**config.mk**
```make
export PLATFORM = sky130hd
export DESIGN_NAME = program_counter_ras
export DESIGN_NICKNAME = d
export VERILOG_FILES = /design/src/rtl/program_counter_ras_pkg.sv /design/src/rtl/program_counter_ras_ras_stack.sv /design/src/rtl/program_counter_ras.sv
export SDC_FILE = /design/constraint.sdc
export NUM_CORES = 1
export LEC_CHECK = 0
export ABC_CLOCK_PERIOD_IN_PS = 4500
export BUFFER_PORTS_ARGS = -buffer_cell sky130_fd_sc_hd__buf_4
export CORE_MARGIN = 2
export CORE_UTILIZATION = 53
export CTS_BUF_LIST = sky130_fd_sc_hd__clkbuf_8 sky130_fd_sc_hd__clkbuf_16
export CTS_CLUSTER_DIAMETER = 60
export CTS_CLUSTER_SIZE = 8
export DETAILED_ROUTE_END_ITERATION = 10
export PLACE_DENSITY_LB_ADDON = 0.05
export SLEW_MARGIN = 20
export SYNTH_ARGS = -nofsm -noshare
export SYNTH_HDL_FRONTEND = slang
export SYNTH_SLANG_ARGS = --single-unit
```
**constraint.sdc**
```tcl
create_clock -name CLK -period 4.5 [get_ports CLK]
set_input_delay 0.9 -clock CLK [delete_from_list [all_inputs] [get_ports CLK]]
set_output_delay 0.9 -clock CLK [all_outputs]
set_load 0.01 [all_outputs]
```
**src/rtl/program_counter_ras_pkg.sv**
```systemverilog
// Shared types and defaults for the fetch program counter with return-address stack.
package program_counter_ras_pkg;

  localparam int unsigned RAS_DEPTH_DEF = 4;
  localparam logic [31:0] RESET_PC_DEF  = 32'h0000_0000;

  // Next-PC source, listed in priority order
  typedef enum logic [2:0] {
    SEL_FLUSH,
    SEL_BR,
    SEL_JR,
    SEL_J,
    SEL_RAS,
    SEL_SEQ
  } pc_sel_t;

endpackage

```
**src/rtl/program_counter_ras_ras_stack.sv**
```systemverilog
// Circular return-address stack; overflow overwrites the oldest entry, push+pop replaces top.
module ras_stack
  import program_counter_ras_pkg::*;
#(
  parameter int unsigned ADDR_W    = 32,
  parameter int unsigned RAS_DEPTH = RAS_DEPTH_DEF
) (
  input  logic              CLK,
  input  logic              RST,
  input  logic              push,
  input  logic              pop,
  input  logic [ADDR_W-1:0] push_data,
  output logic [ADDR_W-1:0] top,
  output logic              empty,
  output logic              full
);
  localparam int unsigned PW = $clog2(RAS_DEPTH);
  localparam int unsigned CW = $clog2(RAS_DEPTH + 1);

  logic [PW-1:0]     r_tp;
  logic [CW-1:0]     r_cnt;
  logic [ADDR_W-1:0] r_mem [RAS_DEPTH];
  logic [PW-1:0]     w_tp_inc;

  assign w_tp_inc = r_tp + PW'(1);
  assign empty    = (r_cnt == '0);
  assign full     = (r_cnt == CW'(RAS_DEPTH));
  assign top      = empty ? '0 : r_mem[r_tp];

  always_ff @(posedge CLK) begin
    if (RST) begin
      r_tp  <= '0;
      r_cnt <= '0;
      for (int i = 0; i < RAS_DEPTH; i++) r_mem[i] <= '0;
    end else if (push && pop && !empty) begin
      r_mem[r_tp] <= push_data;
    end else if (push) begin
      r_tp            <= w_tp_inc;
      r_mem[w_tp_inc] <= push_data;
      if (!full) r_cnt <= r_cnt + CW'(1);
    end else if (pop && !empty) begin
      r_tp  <= r_tp - PW'(1);
      r_cnt <= r_cnt - CW'(1);
    end
  end

endmodule

```
**src/rtl/program_counter_ras.sv**
```systemverilog
// Fetch PC with stall, priority redirect mux and return-address prediction.
// Optional: PC_MISALIGN_TRAP_EN traps misaligned targets to RESET_PC and pulses misalign.
module program_counter_ras
  import program_counter_ras_pkg::*;
#(
  parameter int unsigned       ADDR_W    = 32,
  parameter logic [ADDR_W-1:0] RESET_PC  = ADDR_W'(RESET_PC_DEF),
  parameter int unsigned       JIMM_W    = 26,
  parameter int unsigned       RAS_DEPTH = RAS_DEPTH_DEF
) (
  input  logic              CLK,
  input  logic              RST,
  input  logic              PC_EN,
  input  logic              flush,
  input  logic [ADDR_W-1:0] flush_pc,
  input  logic              PCSrc,
  input  logic [ADDR_W-1:0] branch_pc,
  input  logic [ADDR_W-1:0] bimm,
  input  logic              JR,
  input  logic [ADDR_W-1:0] jraddr,
  input  logic              Jump,
  input  logic [JIMM_W-1:0] jimm,
  input  logic              link,
  input  logic [ADDR_W-1:0] link_pc,
  input  logic              ret_pred,
  output logic [ADDR_W-1:0] pcaddr,
  output logic [ADDR_W-1:0] nxt_pc,
  output logic [ADDR_W-1:0] ras_top,
  output logic              ras_empty,
  output logic              ras_full,
  output logic              misalign
);
  // Bits of pcaddr replaced by {jimm, 2'b00} on a J/JAL
  localparam logic [ADDR_W-1:0] JMASK = {ADDR_W{1'b1}} >> (ADDR_W - JIMM_W - 2);

  logic [ADDR_W-1:0] r_pc;
  logic [ADDR_W-1:0] w_pc_d;
  logic [ADDR_W-1:0] w_sel_pc;
  logic [ADDR_W-1:0] w_jump_pc;
  pc_sel_t           w_sel;
  logic              w_upd;
  logic              w_push;
  logic              w_pop;

  assign pcaddr    = r_pc;
  assign nxt_pc    = r_pc + ADDR_W'(4);
  assign w_jump_pc = (r_pc & ~JMASK) | ADDR_W'({jimm, 2'b00});
  // flush redirects even while stalled; the stack only moves on enabled, non-flushed cycles
  assign w_upd     = PC_EN | flush;
  assign w_push    = PC_EN & link & ~flush;
  assign w_pop     = PC_EN & (w_sel == SEL_RAS);

  always_comb begin
    w_sel = SEL_SEQ;
    if (flush)                       w_sel = SEL_FLUSH;
    else if (PCSrc)                  w_sel = SEL_BR;
    else if (JR)                     w_sel = SEL_JR;
    else if (Jump)                   w_sel = SEL_J;
    else if (ret_pred && !ras_empty) w_sel = SEL_RAS;
  end

  always_comb begin
    w_sel_pc = nxt_pc;
    unique case (w_sel)
      SEL_FLUSH: w_sel_pc = flush_pc;
      SEL_BR:    w_sel_pc = branch_pc + (bimm << 2);
      SEL_JR:    w_sel_pc = jraddr;
      SEL_J:     w_sel_pc = w_jump_pc;
      SEL_RAS:   w_sel_pc = ras_top;
      SEL_SEQ:   w_sel_pc = nxt_pc;
      default:   w_sel_pc = nxt_pc;
    endcase
  end

`ifdef PC_MISALIGN_TRAP_EN
  logic w_mis;
  logic r_misalign;

  assign w_mis    = (w_sel_pc[1:0] != 2'b00);
  assign w_pc_d   = w_mis ? RESET_PC : w_sel_pc;
  assign misalign = r_misalign;

  always_ff @(posedge CLK) begin
    if (RST) r_misalign <= 1'b0;
    else     r_misalign <= w_upd & w_mis;
  end
`else
  assign w_pc_d   = w_sel_pc & ~ADDR_W'(3);
  assign misalign = 1'b0;
`endif

  always_ff @(posedge CLK) begin
    if (RST)        r_pc <= RESET_PC;
    else if (w_upd) r_pc <= w_pc_d;
  end

  ras_stack #(
    .ADDR_W   (ADDR_W),
    .RAS_DEPTH(RAS_DEPTH)
  ) u_ras (
    .CLK      (CLK),
    .RST      (RST),
    .push     (w_push),
    .pop      (w_pop),
    .push_data(link_pc),
    .top      (ras_top),
    .empty    (ras_empty),
    .full     (ras_full)
  );

endmodule

```
==> reports/metrics.yaml, run 1 <==
setup_path:
  path_buf_inv: 1
  critical_path.top_delay_family: "simple AND/OR/NAND/NOR gates"
  crit_type: "reg -> out"
  cp.depth: 7
  crit_chain: "and3_2 -> nand4_1 -> nor3_1 -> and3_1 -> nand3_1 -> xnor2_1 -> buf_4"
  worst_ep_arrival_time_ps: 2900
  crit_required_ps: 3600
  reg2reg_depth: 9
  critPathCaptureType: "output pin"
  crit_fanout: 7
  max_stage_delay_ps: 630
  cp_slowest_cell: "nor3_1"
  start_kind: "flop"
cts:
  cts_hold_buf: 0
  cts_setup_buffers: 0
  cts-root-buf: "clkbuf_16"
  htreeDepth: 4
  ctsResizeCount: 0
  insertion_delay_ps: 440
  cts.sinks: 165
  tritoncts: "done"
  clkTransAtPathRegs_ps: 80
  cts_buffer_depth: 2
  cts_buffers: 17
logic_synthesis:
  synth_area_sq_um: 10500
  netlist_top_cells_area: "edfxtp_1 (37%), and2_1 (9.8%), dfxtp_1 (7.1%)"
  netlist.area_leader.share: 0.366
  ys_ff_latch: 165
  yosysTopAreaCell: "edfxtp_1"
  yosysMostFrequentCell: "and2_1"
  async_flop_share: 0
  yosysWarnings: 0
  avgSynthCellArea_sq_um: 10.4
  seq_area_frac_synth: 0.436
  synth.distinct_cells: 70
  synth_commonest_cells: "and2_1 (164), edfxtp_1 (128), nand2_1 (66)"
  syn_inst: 1015
  synth_edf_count: 128
  yosys_most_used_dff: "edfxtp_1"
placed_design:
  place_hpwl_um: 25000
  dpl_cell_area_sq_um: 12900
  gp_congestion: 0.981
  io_buffers: 280
die:
  die_h_um: 145
  start_util: 0.540
  dieArea_sq_um: 21000
  num_io_pins: 294
  core_area_sq_um: 19500
  die_w_um: 145
  num_rows: 51
route:
  wl_per_cell_um: 22.2
  drc: 0
  vias_per_cell: 5.97
  drtAntennaViolNets: 0
  drt-total-wl_um: 34400
  vias: 9235
  drtPass1Iterations: 5
  drtIter0Drc: 938
timing:
  hold_slack_ps: 498
  setup_viol: 0
  finalHoldViolCount: 0
  period_share: 0.844
  finClkSkew_ps: 13.1
  period_needed_ps: 3800
  rsz0062_at_grt: "false"
  fmax_ghz: 0.263
  tightest_slew_ps: 1030
  max_slew_margin: 0.314
  fin_setup_tns_ps: 0
  final_max_slew_viol_count: 0
hold_path:
  holdCritPathClass: "reg -> reg"
  min_delay_path_depth: 2
global_route:
  grt_pass1_wl_um: 50100
  grt_overflow: 0
  gr-usage-all-layers: 0.324
  grt_max_degree: 45
  grt_pass1_vias: 8714
  antenna_found_initial: 1
pwr:
  peakVddDrop_uv: 285
  pwr_density_cell_nw_per_um2: 317
  p_leak_nw: 5.56
run:
  cap_violations: 0
finish:
  drive_gt1_frac: 0.310
  fin_area_sq_um: 13500
  syn_to_final_growth_pct: 28.7
  final_nets: 1496
run_status:
  status: "finished clean"
-- worst reg2reg max path: cells and delay by family (launching register included) --
family | cells | cell delay, ps
AO/OA/AOI/OAI | 2 | 410
buffers and inverters | 2 | 600
flip-flops | 1 | 350
AND/OR/NAND/NOR | 5 | 1380
-- path summary, 6_finish.rpt --
kind | start | end | slack [ps]
setup / recovery | pcaddr[4] | nxt_pc[31] | 700
hold / removal | pcaddr[6] | pcaddr[6] | 500
setup reg to reg | u_ras.r_cnt[1] | u_ras.r_mem[1][18] | 1460
hold reg to reg | pcaddr[6] | pcaddr[6] | 500
-- per-layer routing --
metal  GRT usage  vias to the layer above  share of wire
li1            -                     4306              -
met1       0.430                     4388           0.39
met2       0.526                      482           0.48
met3      0.0628                       59          0.090
met4       0.133                        0          0.033
met5           0                        -              0
-- kinds of logic (layout without fill, tap and decap cells) --
logic type      after synthesis  count (layout)  synth area share
compound gates              214             214             0.145
xor+xnor                     54              54            0.0450
fa+ha+maj                    32              32            0.0395
buf+inv                      88             351            0.0356
flops                       165             165             0.436
mux                          39              39            0.0755
other cells                   1               6          0.000357
simple gates                422             422             0.223
-- sequential cells by signal, summed over array words and instances, names as in the netlist, named ones only --
name / count
u_ras.r_tp: 2
u_ras.r_cnt: 3
u_ras.r_mem: 128
pcaddr: 30
-- where the power goes --
| group | internal [W] | total, W | switching (W) | leakage (nW) |
|---|---|---|---|---|
| clock | 0.000819 | 0.00156 | 0.000745 | 0.312 |
| combinational | 0.000437 | 0.000930 | 0.000493 | 3.65 |
| sequential | 0.00172 | 0.00179 | 0.0000711 | 1.60 |
-- cell type report --
type,count,area (sq um)
Clock buffer,17,425
Timing Repair Buffer,302,2280
Tap cell,265,332
Antenna cell,1,2.50
Fill cell,1540,5940
Sequential cell,165,4590
Inverter,17,63.8
Clock inverter,15,225
Multi-Input combinational cell,766,5610
-- placed cells by master (no fill, tap or decap), types with 27 or more instances in the layout --
master    netlist  routed
buf_4           8     301
edfxtp_1      128     128
xnor2_1        40      40
mux4_2         32      32
o21ai_0        31      31
a21oi_1        57      56
dfxtp_1        37      36
ha_1           30      30
nand2_1        66      66
nor2_1         61      57
nor3_1         28      28
and2_1        164     164
nand3_1        27      27
-- metrics by stage --
| stage | total power (W) | setup WS, ps | util | cells |
|---|---|---|---|---|
| 6_report | 0.00429 | 701 | 0.695 | 1548 |
| 5_1_grt | 0.00443 | 689 | 0.695 | 1548 |
| 4_1_cts | 0.00428 | 848 | 0.695 | 1547 |
| 3_5_place_dp | 0.00274 | 791 | 0.661 | 1515 |
| 3_3_place_gp | 0.00273 | 778 | 0.661 | 1515 |
| 2_1_floorplan | 0.00230 | 598 | - | 1019 |
(Power assumes the default switching activity.)
==> run 2, diff against run 1 <==
--- a/config.mk
+++ b/config.mk
@@ -5,7 +5,7 @@
 export SDC_FILE = /design/constraint.sdc
 export NUM_CORES = 1
 export LEC_CHECK = 0
-export ABC_CLOCK_PERIOD_IN_PS = 4500
+export ABC_CLOCK_PERIOD_IN_PS = 3600
 export BUFFER_PORTS_ARGS = -buffer_cell sky130_fd_sc_hd__buf_4
 export CORE_MARGIN = 2
 export CORE_UTILIZATION = 53
==> constraint.sdc (replaced) <==
create_clock -name CLK -period 3.6 [get_ports CLK]
set_input_delay 0.72 -clock CLK [delete_from_list [all_inputs] [get_ports CLK]]
set_output_delay 0.72 -clock CLK [all_outputs]
set_load 0.01 [all_outputs]
==> reports/metrics.yaml, run 2 (synthesis results as in run 1) <==
run_status:
  status: "finished clean"
setup_path:
  reg2reg_depth: 7
  cp.depth: 7
  worst_ep_arrival_time_ps: 2830
  cp_slowest_cell: "nor3_1"
  crit_required_ps: 2880
  path_buf_inv: 1
  critical_path.top_delay_family: "simple AND/OR/NAND/NOR gates"
  start_kind: "flop"
  max_stage_delay_ps: 580
  crit_chain: "and3_2 -> nand4_1 -> nor3_1 -> and3_1 -> nand3_1 -> xnor2_1 -> buf_4"
  crit_fanout: 7
  crit_type: "reg -> out"
  critPathCaptureType: "output pin"
timing:
  tightest_slew_ps: 961
  period_needed_ps: 3550
  finalHoldViolCount: 0
  final_max_slew_viol_count: 0
  worst_slack_ps: 53.1
  fmax_ghz: 0.282
  rsz0062_at_grt: "false"
  max_slew_margin: 0.359
  fin_setup_tns_ps: 0
  period_share: 0.985
  setup_viol: 0
  finClkSkew_ps: 13.9
route:
  drt-total-wl_um: 34500
  drtPass1Iterations: 6
  vias: 9402
  drc: 0
  vias_per_cell: 6.05
  drtIter0Drc: 821
  drtAntennaViolNets: 0
  wl_per_cell_um: 22.2
die:
  num_io_pins: 294
  dieArea_sq_um: 21000
  core_area_sq_um: 19500
  die_w_um: 145
  die_h_um: 145
  start_util: 0.540
  num_rows: 51
placed_design:
  place_hpwl_um: 25200
  io_buffers: 280
  gp_congestion: 0.934
  dp.cells: 1522
  post-place-ws_ps: 211
global_route:
  grt_pass1_wl_um: 50600
  gr-usage-all-layers: 0.327
  grt_max_degree: 45
  grt_overflow: 0
  grt_pass1_vias: 8983
  antenna_found_initial: 1
hold_path:
  holdCritPathClass: "reg -> reg"
  min_delay_path_depth: 2
finish:
  top_register: "u_ras.r_mem"
  syn_to_final_growth_pct: 29.8
  layout_commonest_cell: "buf_4"
  largest_register_ffs: 128
  final_nets: 1503
  drive_gt1_frac: 0.314
  final_cell_mix: "buf_4 (303), and2_1 (164), edfxtp_1 (128), nand2_1 (66), nor2_1 (57)"
  layout.cells.non_filler: 1555
cts:
  clkTransAtPathRegs_ps: 80
  htreeDepth: 4
  cts.sinks: 165
  cts-root-buf: "clkbuf_16"
  ctsResizeCount: 0
  cts_setup_buffers: 0
  tritoncts: "done"
  cts_buffers: 17
  insertion_delay_ps: 430
  cts_hold_buf: 0
  cts_buffer_depth: 2
run:
  cap_violations: 0
pwr:
  p_leak_nw: 5.62
  combPwrFrac: 0.220
  pwr-share-clk: 0.361
  pwr_density_cell_nw_per_um2: 392
  peakVddDrop_uv: 413
  p_int_w: 0.00373
  sequentialPowerShare: 0.419
  p_sw_w: 0.00161
  swShare: 0.302
## run 2: cell types whose count changed in the layout (fill, tap and decap cells not counted), sizes merged
cell	delta
buf	+7
## run 2: path summary, 6_finish.rpt
path                                     start              to  slack, ps
worst max-delay path                 pcaddr[4]      nxt_pc[31]         50
worst min-delay path            u_ras.r_cnt[2]  u_ras.r_cnt[2]        510
worst max register to register  u_ras.r_cnt[1]      pcaddr[24]        840
worst min register to register  u_ras.r_cnt[2]  u_ras.r_cnt[2]        510
## run 2: layout make-up
| type | instances | area, sq um |
|---|---|---|
| clock buffers | 17 | 425 |
| flip-flops and latches | 165 | 4590 |
| repair buffers | 309 | 2390 |
| fillers | 1523 | 5820 |
| clock inverters | 15 | 223 |
| well taps | 265 | 332 |
| multi-input cells | 766 | 5610 |
| inverters | 17 | 63.8 |
| diodes | 1 | 2.50 |
## run 2: tightest hold or removal path: stages, from the launching register on
cell     delay [ps]
dfxtp_1         330
o21ai_0          70
a21oi_1          60
## run 2: stage by stage
step | util | hold slack (ps) | power, W | cell area (sq um)
final | 0.701 | 509 | 0.00534 | 13600
after global routing | 0.701 | 534 | 0.00554 | 13600
after CTS | 0.701 | 506 | 0.00536 | 13600
after detailed placement | 0.667 | 492 | 0.00344 | 13000
after global placement | 0.667 | 476 | 0.00342 | 13000
after floorplan | - | 462 | 0.00288 | 10500
## run 2: layer usage
layer	vias to the layer above	routed length, um	global-route usage
met4	0	1390	0.145
li1	4325	-	-
met1	4501	13400	0.418
met5	-	0	0
met3	84	3290	0.0717
met2	492	16500	0.537
## run 2: power by group through the flow
stage                     Sequential [W]  Clock (W)  Combinational (W)
after global placement           0.00228          0            0.00115
after floorplan                  0.00226          0           0.000617
final                            0.00224    0.00193            0.00117
after CTS                        0.00224    0.00195            0.00116
after global routing             0.00225    0.00203            0.00126
after detailed placement         0.00228          0            0.00116
==> run 3, diff against run 2 <==
--- a/config.mk
+++ b/config.mk
@@ -7,7 +7,6 @@
 export LEC_CHECK = 0
 export ABC_CLOCK_PERIOD_IN_PS = 3600
 export BUFFER_PORTS_ARGS = -buffer_cell sky130_fd_sc_hd__buf_4
-export CORE_MARGIN = 2
 export CORE_UTILIZATION = 53
 export CTS_BUF_LIST = sky130_fd_sc_hd__clkbuf_8 sky130_fd_sc_hd__clkbuf_16
 export CTS_CLUSTER_DIAMETER = 60
@@ -17,4 +16,5 @@
 export SLEW_MARGIN = 20
 export SYNTH_ARGS = -nofsm -noshare
 export SYNTH_HDL_FRONTEND = slang
+export SYNTH_HIERARCHICAL = 1
 export SYNTH_SLANG_ARGS = --single-unit
==> reports/metrics.yaml, run 3 <==
cts:
  cts.sinks: 165
  cts_hold_buf: 0
  ctsResizeCount: 0
  cts_setup_buffers: 0
  cts_buffer_depth: 2
  insertion_delay_ps: 430
  tritoncts: "done"
  cts-root-buf: "clkbuf_16"
  htreeDepth: 4
  clkTransAtPathRegs_ps: 70
  cts_buffers: 17
finish:
  layout_commonest_cell: "buf_4"
  layout.cells.non_filler: 1561
  fin_util: 0.702
  fin_area_sq_um: 13300
  drive_gt1_frac: 0.323
  syn_to_final_growth_pct: 28.5
  final_cell_mix: "buf_4 (308), nor2_1 (148), edfxtp_1 (128), nand2_1 (101), inv_1 (46)"
  nFillCells: 1542
  top_register: "u_ras/r_mem"
  antenna_cells: 0
  final_nets: 1517
  largest_register_ffs: 128
  regArea_sq_um: 4590
  multiInputGateArea_sq_um: 5290
global_route:
  antenna_found_initial: 0
  grt_pass1_vias: 8808
  grt_pass1_wl_um: 49000
  grt_overflow: 0
  gr-usage-all-layers: 0.326
  grt_max_degree: 44
logic_synthesis:
  seq_area_frac_synth: 0.444
  yosys_most_used_dff: "edfxtp_1"
  netlist.area_leader.share: 0.372
  synth_commonest_cells: "nor2_1 (149), edfxtp_1 (128), nand2_1 (101)"
  synth_edf_count: 128
  syn_inst: 1021
  yosysMostFrequentCell: "nor2_1"
  yosysTopAreaCell: "edfxtp_1"
  avgSynthCellArea_sq_um: 10.1
  synth.distinct_cells: 73
  ys_ff_latch: 165
  async_flop_share: 0
  synth_area_sq_um: 10300
  yosysWarnings: 6
  netlist_top_cells_area: "edfxtp_1 (37%), dfxtp_1 (7.2%), mux4_2 (7.0%)"
die:
  num_io_pins: 294
  num_rows: 50
  start_util: 0.546
  dieArea_sq_um: 20000
  core_area_sq_um: 18900
  die_w_um: 142
  die_h_um: 142
setup_path:
  r2r-end: "u_ras/r_mem[0][29]"
  reg2reg_depth: 9
  crit_type: "reg -> out"
  crit_fanout: 7
  worst_ep_arrival_time_ps: 2700
  r2r_start: "u_ras/r_cnt[2]"
  critPathCaptureType: "output pin"
  start_kind: "flop"
  ff2ff_setup_slack_ps: 910
  crit_required_ps: 2880
timing:
  fmax_ghz: 0.293
  finClkSkew_ps: 15.9
  tightest_slew_ps: 534
  period_share: 0.949
  rsz0062_at_grt: "false"
  setup_viol: 0
  period_needed_ps: 3420
  fin_setup_tns_ps: 0
  finalHoldViolCount: 0
  final_max_slew_viol_count: 0
  max_slew_margin: 0.644
  hold_slack_ps: 506
run:
  cap_violations: 0
hold_path:
  holdCritPathClass: "reg -> reg"
  min_delay_path_depth: 2
  min_to: "pcaddr[20]"
  hp-start: "pcaddr[20]"
run_status:
  status: "finished clean"
route:
  drtAntennaViolNets: 0
  drc: 0
  drtIter0Drc: 814
  vias: 9235
  wl_per_cell_um: 20.7
  drt-total-wl_um: 32300
  drtPass1Iterations: 7
  vias_per_cell: 5.92
pwr:
  pwr_density_cell_nw_per_um2: 374
  peakVddDrop_uv: 383
  p_leak_nw: 5.63
placed_design:
  dpl_cell_area_sq_um: 12700
  gp_congestion: 0.971
  place_hpwl_um: 23900
  io_buffers: 280
  dp.cells: 1531
-- run 3: cell types whose count changed after synthesis, sizes merged, moves of 11 or more --
cell	delta
a21oi	-16
and2	-159
buf	+13
clkbuf	-19
inv	+29
nand2	+34
nand2b	+11
nor2	+106
nor2b	+33
-- run 3: worst max path at each step --
| stage | start | to | slack [ps] | cells past startpoint |
|---|---|---|---|---|
| after floorplan | flush | u_ras/r_mem[0][0] | 9 | 11 |
| after global placement | branch_pc[2] | pcaddr[28] | 110 | 13 |
| after detailed placement | branch_pc[2] | pcaddr[28] | 70 | 13 |
| after CTS | pcaddr[4] | nxt_pc[25] | 220 | 6 |
| after global routing | pcaddr[4] | nxt_pc[25] | 40 | 6 |
| final | pcaddr[4] | nxt_pc[25] | 180 | 6 |
-- run 3: where the power goes --
part / total (W) / internal (W) / switching (W)
Clock: 0.00165 / 0.000884 / 0.000767
Sequential: 0.00223 / 0.00215 / 0.0000785
Combinational: 0.00109 / 0.000519 / 0.000567
Total: 0.00497 / 0.00355 / 0.00141
-- run 3: cells by family (layout without fill, tap and decap cells) --
logic type,Yosys count,count (layout),share of synthesized area
xor+xnor,53,53,0.0457
simple gates,419,419,0.197
other cells,1,5,0.000363
flops,165,165,0.444
compound gates,200,200,0.142
mux,40,40,0.0787
fa+ha+maj,32,32,0.0402
buf+inv,111,387,0.0514
-- run 3: metal layers --
layer	wire length (um)	global-route usage	share of wire	up-vias
met3	2650	0.0641	0.082	62
met5	0	0	0	-
met4	892	0.122	0.028	0
met2	15700	0.548	0.49	472
met1	13000	0.419	0.40	4432
li1	-	-	-	4269
-- run 3: area by class of cell --
| class | instances | share of cell area |
|---|---|---|
| Multi-Input combinational cell | 749 | 0.398 |
| Sequential cell | 165 | 0.346 |
| Timing Repair Buffer | 311 | 0.179 |
| Clock buffer | 17 | 0.0321 |
| Tap cell | 260 | 0.0245 |
| Inverter | 46 | 0.0130 |
| Clock inverter | 13 | 0.00745 |
-- run 3: critical path, cell delays in order, from the launching register on --
cell and delay, ps:
dfxtp_1 460, and4_1 400, nand4_4 240, or3_4 490
nor2_1 140, xor2_1 340, buf_4 190
-- run 3: stage by stage --
step	total power (W)	setup WS, ps
after global routing	0.00515	42.2
after CTS	0.00497	220
after global placement	0.00332	105
final	0.00497	182
after detailed placement	0.00334	72.9
after floorplan	0.00284	9.47
